[config.mk]
export PLATFORM = sky130hd
export DESIGN_NAME = sat_mac_accumulator
export DESIGN_NICKNAME = d
export VERILOG_FILES = /design/src/rtl/sat_mac_pkg.sv /design/src/rtl/no_overflow_adder.sv /design/src/rtl/seq_signed_multiplier.sv /design/src/rtl/sat_mac_accumulator.sv
export SDC_FILE = /design/constraint.sdc
export NUM_CORES = 1
export LEC_CHECK = 0
export CORE_ASPECT_RATIO = 1.75
export CORE_MARGIN = 1.5
export CORE_UTILIZATION = 60
export CTS_CLUSTER_DIAMETER = 80
export CTS_CLUSTER_SIZE = 12
export DETAILED_ROUTE_END_ITERATION = 7
export PLACE_DENSITY_LB_ADDON = 0.1
export SLEW_MARGIN = 20
export SYNTH_ARGS = -nofsm -noshare
export SYNTH_HDL_FRONTEND = slang
export SYNTH_SLANG_ARGS = --single-unit
[constraint.sdc]
create_clock -name clk -period 4.5 [get_ports clk]
set_input_delay 0.675 -clock clk [delete_from_list [all_inputs] [get_ports clk]]
set_output_delay 0.675 -clock clk [all_outputs]
set_load 0.02 [all_outputs]
[src/rtl/sat_mac_pkg.sv]
// Shared definitions for the saturating multiply-accumulate unit:
// command opcodes, controller state encoding and signed range limits.
package sat_mac_pkg;

    // Command opcodes carried on in_op (the 2-bit space is fully used).
    typedef enum logic [1:0] {
        OP_CLR  = 2'b00,
        OP_ADD  = 2'b01,
        OP_MAC  = 2'b10,
        OP_LOAD = 2'b11
    } op_e;

    // Controller states.
    typedef enum logic [1:0] {
        S_IDLE = 2'b00,
        S_MUL  = 2'b01,
        S_ACC  = 2'b10,
        S_RESP = 2'b11
    } state_e;

    // Bit pattern of the most positive WIDTH-bit signed value, 2^(WIDTH-1)-1.
    function automatic logic [63:0] sat_p_max(input int width);
        return (64'd1 << (width - 1)) - 64'd1;
    endfunction

    // Bit pattern of the most negative WIDTH-bit signed value, -2^(WIDTH-1).
    // Read as unsigned it is also the magnitude of that value.
    function automatic logic [63:0] sat_n_max(input int width);
        return 64'd1 << (width - 1);
    endfunction

endpackage

[src/rtl/no_overflow_adder.sv]
// Combinational signed adder that clamps to the representable range and
// reports which direction it clamped in.
module no_overflow_adder #(
    parameter int WIDTH = 8
) (
    input  logic [WIDTH-1:0] a,
    input  logic [WIDTH-1:0] b,
    output logic [WIDTH-1:0] sum,
    output logic             po,
    output logic             no
);

    logic [WIDTH-1:0] raw;

    // Overflow shows up as operands of equal sign giving a result of the other sign.
    always_comb begin
        raw = a + b;
        po  = ~a[WIDTH-1] & ~b[WIDTH-1] &  raw[WIDTH-1];
        no  =  a[WIDTH-1] &  b[WIDTH-1] & ~raw[WIDTH-1];
        if (po) begin
            sum = {1'b0, {(WIDTH-1){1'b1}}};
        end else if (no) begin
            sum = {1'b1, {(WIDTH-1){1'b0}}};
        end else begin
            sum = raw;
        end
    end

endmodule

[src/rtl/seq_signed_multiplier.sv]
// Iterative signed multiplier: unsigned shift-add over the operand
// magnitudes for WIDTH cycles, sign applied at the end, result clamped to
// the WIDTH-bit signed range.
// done is high during the final iteration; product/prod_po/prod_no are
// valid from the following cycle and held until the next start.
module seq_signed_multiplier
    import sat_mac_pkg::*;
#(
    parameter int WIDTH = 8
) (
    input  logic             clk,
    input  logic             rst_n,
    input  logic             start,
    input  logic [WIDTH-1:0] a,
    input  logic [WIDTH-1:0] b,
    output logic             done,
    output logic [WIDTH-1:0] product,
    output logic             prod_po,
    output logic             prod_no
);

    localparam int CW = (WIDTH > 1) ? $clog2(WIDTH) : 1;
    localparam logic [WIDTH-1:0] P_MAX = WIDTH'(sat_p_max(WIDTH));
    localparam logic [WIDTH-1:0] N_MAX = WIDTH'(sat_n_max(WIDTH));

    logic                 running;
    logic [CW-1:0]        cnt;
    logic [WIDTH-1:0]     mag_a;
    logic [WIDTH-1:0]     mag_b;
    logic                 neg;
    logic [2*WIDTH-1:0]   partial;
    logic [2*WIDTH-1:0]   addend;
    logic [2*WIDTH-1:0]   full;
    logic [WIDTH-1:0]     low;
    logic                 clamp_po;
    logic                 clamp_no;
    logic [WIDTH-1:0]     clamped;

    // Magnitude of a signed value; the most negative value maps onto itself,
    // which read as unsigned is exactly its magnitude.
    function automatic logic [WIDTH-1:0] magnitude(input logic [WIDTH-1:0] x);
        return x[WIDTH-1] ? (~x + 1'b1) : x;
    endfunction

    assign done = running && (cnt == CW'(WIDTH - 1));

    // One shift-add step, plus the signed/clamped view of the running sum.
    always_comb begin
        addend   = mag_b[cnt] ? ({{WIDTH{1'b0}}, mag_a} << cnt) : '0;
        full     = partial + addend;
        low      = full[WIDTH-1:0];
        clamp_po = ~neg && (full > {{WIDTH{1'b0}}, P_MAX});
        clamp_no =  neg && (full > {{WIDTH{1'b0}}, N_MAX});
        if (clamp_po) begin
            clamped = P_MAX;
        end else if (clamp_no) begin
            clamped = N_MAX;
        end else if (neg) begin
            clamped = ~low + 1'b1;
        end else begin
            clamped = low;
        end
    end

    // Latch magnitudes and sign on start, iterate, and capture the clamped result.
    always_ff @(posedge clk or negedge rst_n) begin
        if (!rst_n) begin
            running <= 1'b0;
            cnt     <= '0;
            mag_a   <= '0;
            mag_b   <= '0;
            neg     <= 1'b0;
            partial <= '0;
            product <= '0;
            prod_po <= 1'b0;
            prod_no <= 1'b0;
        end else if (start) begin
            running <= 1'b1;
            cnt     <= '0;
            mag_a   <= magnitude(a);
            mag_b   <= magnitude(b);
            neg     <= a[WIDTH-1] ^ b[WIDTH-1];
            partial <= '0;
        end else if (running) begin
            partial <= full;
            cnt     <= cnt + 1'b1;
            if (done) begin
                running <= 1'b0;
                product <= clamped;
                prod_po <= clamp_po;
                prod_no <= clamp_no;
            end
        end
    end

endmodule

[src/rtl/sat_mac_accumulator.sv]
// Multi-cycle saturating multiply-accumulate unit. One command at a time:
// accept, optionally multiply, update the accumulator, then hold the result
// until the consumer takes it. acc and the sticky flags are registered and
// change only on the ACC update edge, on CLR/LOAD, or on reset.
//
// Handshake (both sides): a transfer happens on a rising clk edge where
// valid and ready are both high. The producer keeps valid and its payload
// steady until that edge; ready never depends combinationally on valid.
module sat_mac_accumulator
    import sat_mac_pkg::*;
#(
    parameter int WIDTH = 8
) (
    input  logic             clk,
    input  logic             rst_n,
    input  logic             in_valid,
    output logic             in_ready,
    input  logic [1:0]       in_op,
    input  logic [WIDTH-1:0] in_a,
    input  logic [WIDTH-1:0] in_b,
    output logic             out_valid,
    input  logic             out_ready,
    output logic [WIDTH-1:0] acc,
    output logic             sat_po,
    output logic             sat_no
);

    // Controller state, kept as a named signal so checkers can bind to it.
    state_e           state;
    op_e              op_q;
    logic [WIDTH-1:0] a_q;

    logic             accept;
    logic             mul_start;
    logic             mul_done;
    logic [WIDTH-1:0] mul_product;
    logic             mul_po;
    logic             mul_no;

    logic [WIDTH-1:0] add_b;
    logic [WIDTH-1:0] add_sum;
    logic             add_po;
    logic             add_no;

    assign accept    = (state == S_IDLE) && in_valid && in_ready;
    assign mul_start = accept && (op_e'(in_op) == OP_MAC);
    assign add_b     = (op_q == OP_MAC) ? mul_product : a_q;

    seq_signed_multiplier #(
        .WIDTH (WIDTH)
    ) u_mul (
        .clk     (clk),
        .rst_n   (rst_n),
        .start   (mul_start),
        .a       (in_a),
        .b       (in_b),
        .done    (mul_done),
        .product (mul_product),
        .prod_po (mul_po),
        .prod_no (mul_no)
    );

    no_overflow_adder #(
        .WIDTH (WIDTH)
    ) u_add (
        .a   (acc),
        .b   (add_b),
        .sum (add_sum),
        .po  (add_po),
        .no  (add_no)
    );

    // Command FSM with registered handshake outputs and accumulator state.
    always_ff @(posedge clk or negedge rst_n) begin
        if (!rst_n) begin
            state     <= S_IDLE;
            op_q      <= OP_CLR;
            a_q       <= '0;
            in_ready  <= 1'b0;
            out_valid <= 1'b0;
            acc       <= '0;
            sat_po    <= 1'b0;
            sat_no    <= 1'b0;
        end else begin
            case (state)
                S_IDLE: begin
                    in_ready <= 1'b1;
                    if (accept) begin
                        op_q     <= op_e'(in_op);
                        a_q      <= in_a;
                        in_ready <= 1'b0;
                        state    <= (op_e'(in_op) == OP_MAC) ? S_MUL : S_ACC;
                    end
                end
                S_MUL: begin
                    if (mul_done) begin
                        state <= S_ACC;
                    end
                end
                S_ACC: begin
                    case (op_q)
                        OP_CLR: begin
                            acc    <= '0;
                            sat_po <= 1'b0;
                            sat_no <= 1'b0;
                        end
                        OP_LOAD: begin
                            acc    <= a_q;
                            sat_po <= 1'b0;
                            sat_no <= 1'b0;
                        end
                        OP_ADD: begin
                            acc    <= add_sum;
                            sat_po <= sat_po | add_po;
                            sat_no <= sat_no | add_no;
                        end
                        default: begin
                            acc    <= add_sum;
                            sat_po <= sat_po | add_po | mul_po;
                            sat_no <= sat_no | add_no | mul_no;
                        end
                    endcase
                    out_valid <= 1'b1;
                    state     <= S_RESP;
                end
                default: begin
                    if (out_ready) begin
                        out_valid <= 1'b0;
                        in_ready  <= 1'b1;
                        state     <= S_IDLE;
                    end
                end
            endcase
        end
    end

endmodule

==> flow_metrics.py <==
metrics = {
    "timing": {
        "rsz0062_at_grt": "false",
        "fin_skew_ns": 0.007095,
        "finalCritPeriodShare_pct": 91.45,
        "worst_pin_slew_ns": 0.9038,
        "hold_ws_ns": 0.4645,
        "fin_setup_tns_ns": 0,
        "fmaxAchievable_mhz": 243.0,
        "max-slew-margin-rel_pct": 39.75,
        "hold_viol_final": 0,
        "setup-violations-final": 0,
        "final-max-slew-violation-count": 0,
        "min_period_ns": 4.115,
        "setup_ws_ns": 0.3848,
    },
    "synthesis": {
        "syn_nets": 657,
        "yosysUniqueCellTypes": 65,
        "yosys.area.top_type_share_pct": 33.53,
        "syn_inst": 595,
        "synthArstFlopShare_pct": 100.0,
        "yosys_warnings": 0,
        "yosys_register_bits": 71,
        "synth_ff_type": "dfrtp_1",
        "synthTopCellsByArea": "dfrtp_1 (34%), ha_1 (8.7%), nor2_1 (5.4%)",
        "netlist.top_cell.by_area": "dfrtp_1",
        "synth_edf_count": 0,
        "syn_area_per_cell_um2": 8.906,
        "syn_area_mm2": 0.005299,
        "yosysSeqAreaShare_pct": 33.53,
    },
    "power": {
        "power_mw": 5.010,
        "pwr_density_cell_mw_per_mm2": 836.9,
        "peakVddDrop_mv": 0.4044,
        "leakage_nw": 2.692,
    },
    "cells_and_area": {
        "areaGrowthSynthToFinish_pct": 12.99,
        "final_layout_size_suffix_gt1_share_pct": 9.516,
        "layout_commonest_cell": "nor2_1",
        "final_cell_mix": "nor2_1 (76), dfrtp_1 (71), nand2_1 (56), o21ai_0 (39), ha_1 (36)",
        "final_nets": 677,
        "insertedDiodeCount": 0,
        "final_cell_area_mm2": 0.005987,
        "n_fill_cell": 716,
        "utilization_pct": 69.50,
        "finalNonFillerCells": 737,
    },
    "clocking": {
        "htree_levels": 3,
        "cts_root_buf": "clkbuf_16",
        "cts.sinks": 71,
        "tritoncts": "yes",
        "clockBufferDepth": 2,
        "clk_latency_ns": 0.34,
        "cts-buffers-inserted": 9,
        "path_clk_slew_ns": 0.06,
        "postCtsSetupRepairBufs": 0,
    },
    "routing": {
        "vias": 4541,
        "routed_via_density": 6.161,
        "ant_nets": 0,
        "wire_per_inst_um": 18.64,
        "dr.pass1.iters": 5,
        "drcViolationCount": 0,
        "routed_wirelength_um": 13740,
        "drtIter0Drc": 227,
    },
    "die": {
        "die_h_um": 127.3,
        "ios": 34,
        "start_util_pct": 61.51,
        "die_w_um": 74.04,
        "fp.dieArea_mm2": 0.009426,
        "core.rowCount": 45,
        "core-area_mm2": 0.008615,
    },
    "job": {
        "cap_viol_max_count": 0,
    },
    "critical_path": {
        "reg2reg_from": "u_mul.cnt[0]",
        "cp_cell_sequence": "mux4_2 -> nand2_1 -> and2_1 -> nor2_1 -> ha_1 -> and3_1 -> a221oi_4 -> o221ai_1 -> xnor2_1 -> nor4bb_4 -> and3_4 -> a211oi_4 -> a221o_1",
        "worstReg2RegEnd": "u_mul.product[2]",
        "crit_buf_inv": 0,
        "r2r_setup_slack_ns": 0.38,
        "ff2ff_path_depth": 13,
        "crit_slowest_cell": "mux4_2",
        "critPathCaptureType": "flop",
        "worstSetupPathType": "flop to flop",
        "critPathLaunchType": "flop",
        "cp_max_fo": 9,
        "cpLargestDelayFamily": "simple AND/OR/NAND/NOR gates",
        "slowest_delay_ns": 0.51,
        "required_ns": 4.72,
        "arrival_ns": 4.34,
    },
    "worst_hold_path": {
        "hold_class": "input pin to asynchronous set/reset pin",
    },
    "status": {
        "status": "finished clean",
    },
    "global_route": {
        "grt_pass1_vias": 4665,
        "overflow": 0,
        "grt_max_degree": 39,
        "grt_pass1_wl_um": 22450,
        "antenna_found_initial": 0,
        "grt_use_total_pct": 31.74,
    },
    "place": {
        "placedCellCount": 721,
        "place_ws_ns": 0.2492,
        "portBuffers": 33,
        "hpwlAfterDp_um": 10420,
        "place_area_mm2": 0.005687,
        "place.gp.congestion": 0.9340,
    },
}
[how the worst max path moves through the flow]
| stage | from | endpoint | slack, ns | depth (start not counted) |
|---|---|---|---|---|
| 6_report | u_mul.cnt[0] | u_mul.product[2] | 0.38 | 13 |
| 5_1_grt | u_mul.cnt[0] | u_mul.product[2] | 0.06 | 13 |
| 4_1_cts | op_q[0] | acc[3] | 0.21 | 16 |
| 3_5_place_dp | op_q[0] | acc[3] | 0.25 | 16 |
| 3_3_place_gp | op_q[0] | acc[3] | 0.30 | 16 |
| 2_1_floorplan | u_mul.cnt[1] | u_mul.product[3] | 0.69 | 16 |
[cell families after synthesis]
| logic type | Yosys count | share of synthesized area (%) |
|---|---|---|
| and+or+nand+nor | 211 | 19.06 |
| AOI/OAI and AO/OA | 151 | 20.05 |
| DFF | 71 | 33.53 |
| buffers and inverters | 54 | 4.203 |
| muxes | 42 | 8.855 |
| adders and majority gates | 40 | 9.870 |
| xor gates and xnor gates | 26 | 4.439 |
[flip-flops by register name (all words and copies together), names as in the netlist, 2 cells and up]
| signal | flops |
|---|---|
| u_mul.partial | 16 |
| a_q | 8 |
| acc | 8 |
| u_mul.mag_a | 8 |
| u_mul.mag_b | 8 |
| u_mul.product | 8 |
| u_mul.cnt | 3 |
| op_q | 2 |
| state | 2 |
[cell usage after synthesis (all sizes together), types with 9 or more instances]
cell type / count
nor2: 76
dfrtp: 71
nand2: 56
o21ai: 43
ha: 37
a21oi: 30
inv: 23
mux2i: 21
clkbuf: 19
mux2: 19
nor3: 14
xnor2: 14
buf: 12
nand3: 12
xor2: 12
a21o: 10
a31oi: 10
or3: 10
o21a: 9
[where the power goes]
| group | total (mW) | internal, mW | switching [mW] |
|---|---|---|---|
| logic | 3.02 | 1.30 | 1.72 |
| registers | 1.27 | 0.944 | 0.324 |
| clock network | 0.720 | 0.432 | 0.288 |
| total | 5.01 | 2.68 | 2.33 |
[timing repair]
| action | 4_1_cts | 5_1_grt |
|---|---|---|
| gates resized for setup | 0 | 1 |
| setup endpoints to repair | 0 | 2 |
| hold buffers | 0 | 0 |
[layout make-up]
| class | instances | area (um^2) | area share (%) |
|---|---|---|---|
| clock inverters | 6 | 68.82 | 1.149 |
| repair buffers | 40 | 377.9 | 6.311 |
| well taps | 117 | 146.4 | 2.445 |
| multi-input cells | 470 | 3302 | 55.15 |
| inverters | 23 | 86.33 | 1.442 |
| flip-flops and latches | 71 | 1777 | 29.68 |
| clock buffers | 10 | 229.0 | 3.824 |
[routing by layer]
metal | vias to the layer above | routed length (um) | global-route usage (%)
li1 | 2161 | - | -
met1 | 2196 | 4771 | 31.29
met2 | 125 | 7474 | 57.88
met3 | 59 | 511 | 4.890
met4 | 0 | 983 | 21.46
met5 | - | 0 | 0
No activity file was read; power rests on OpenSTA's default activity.
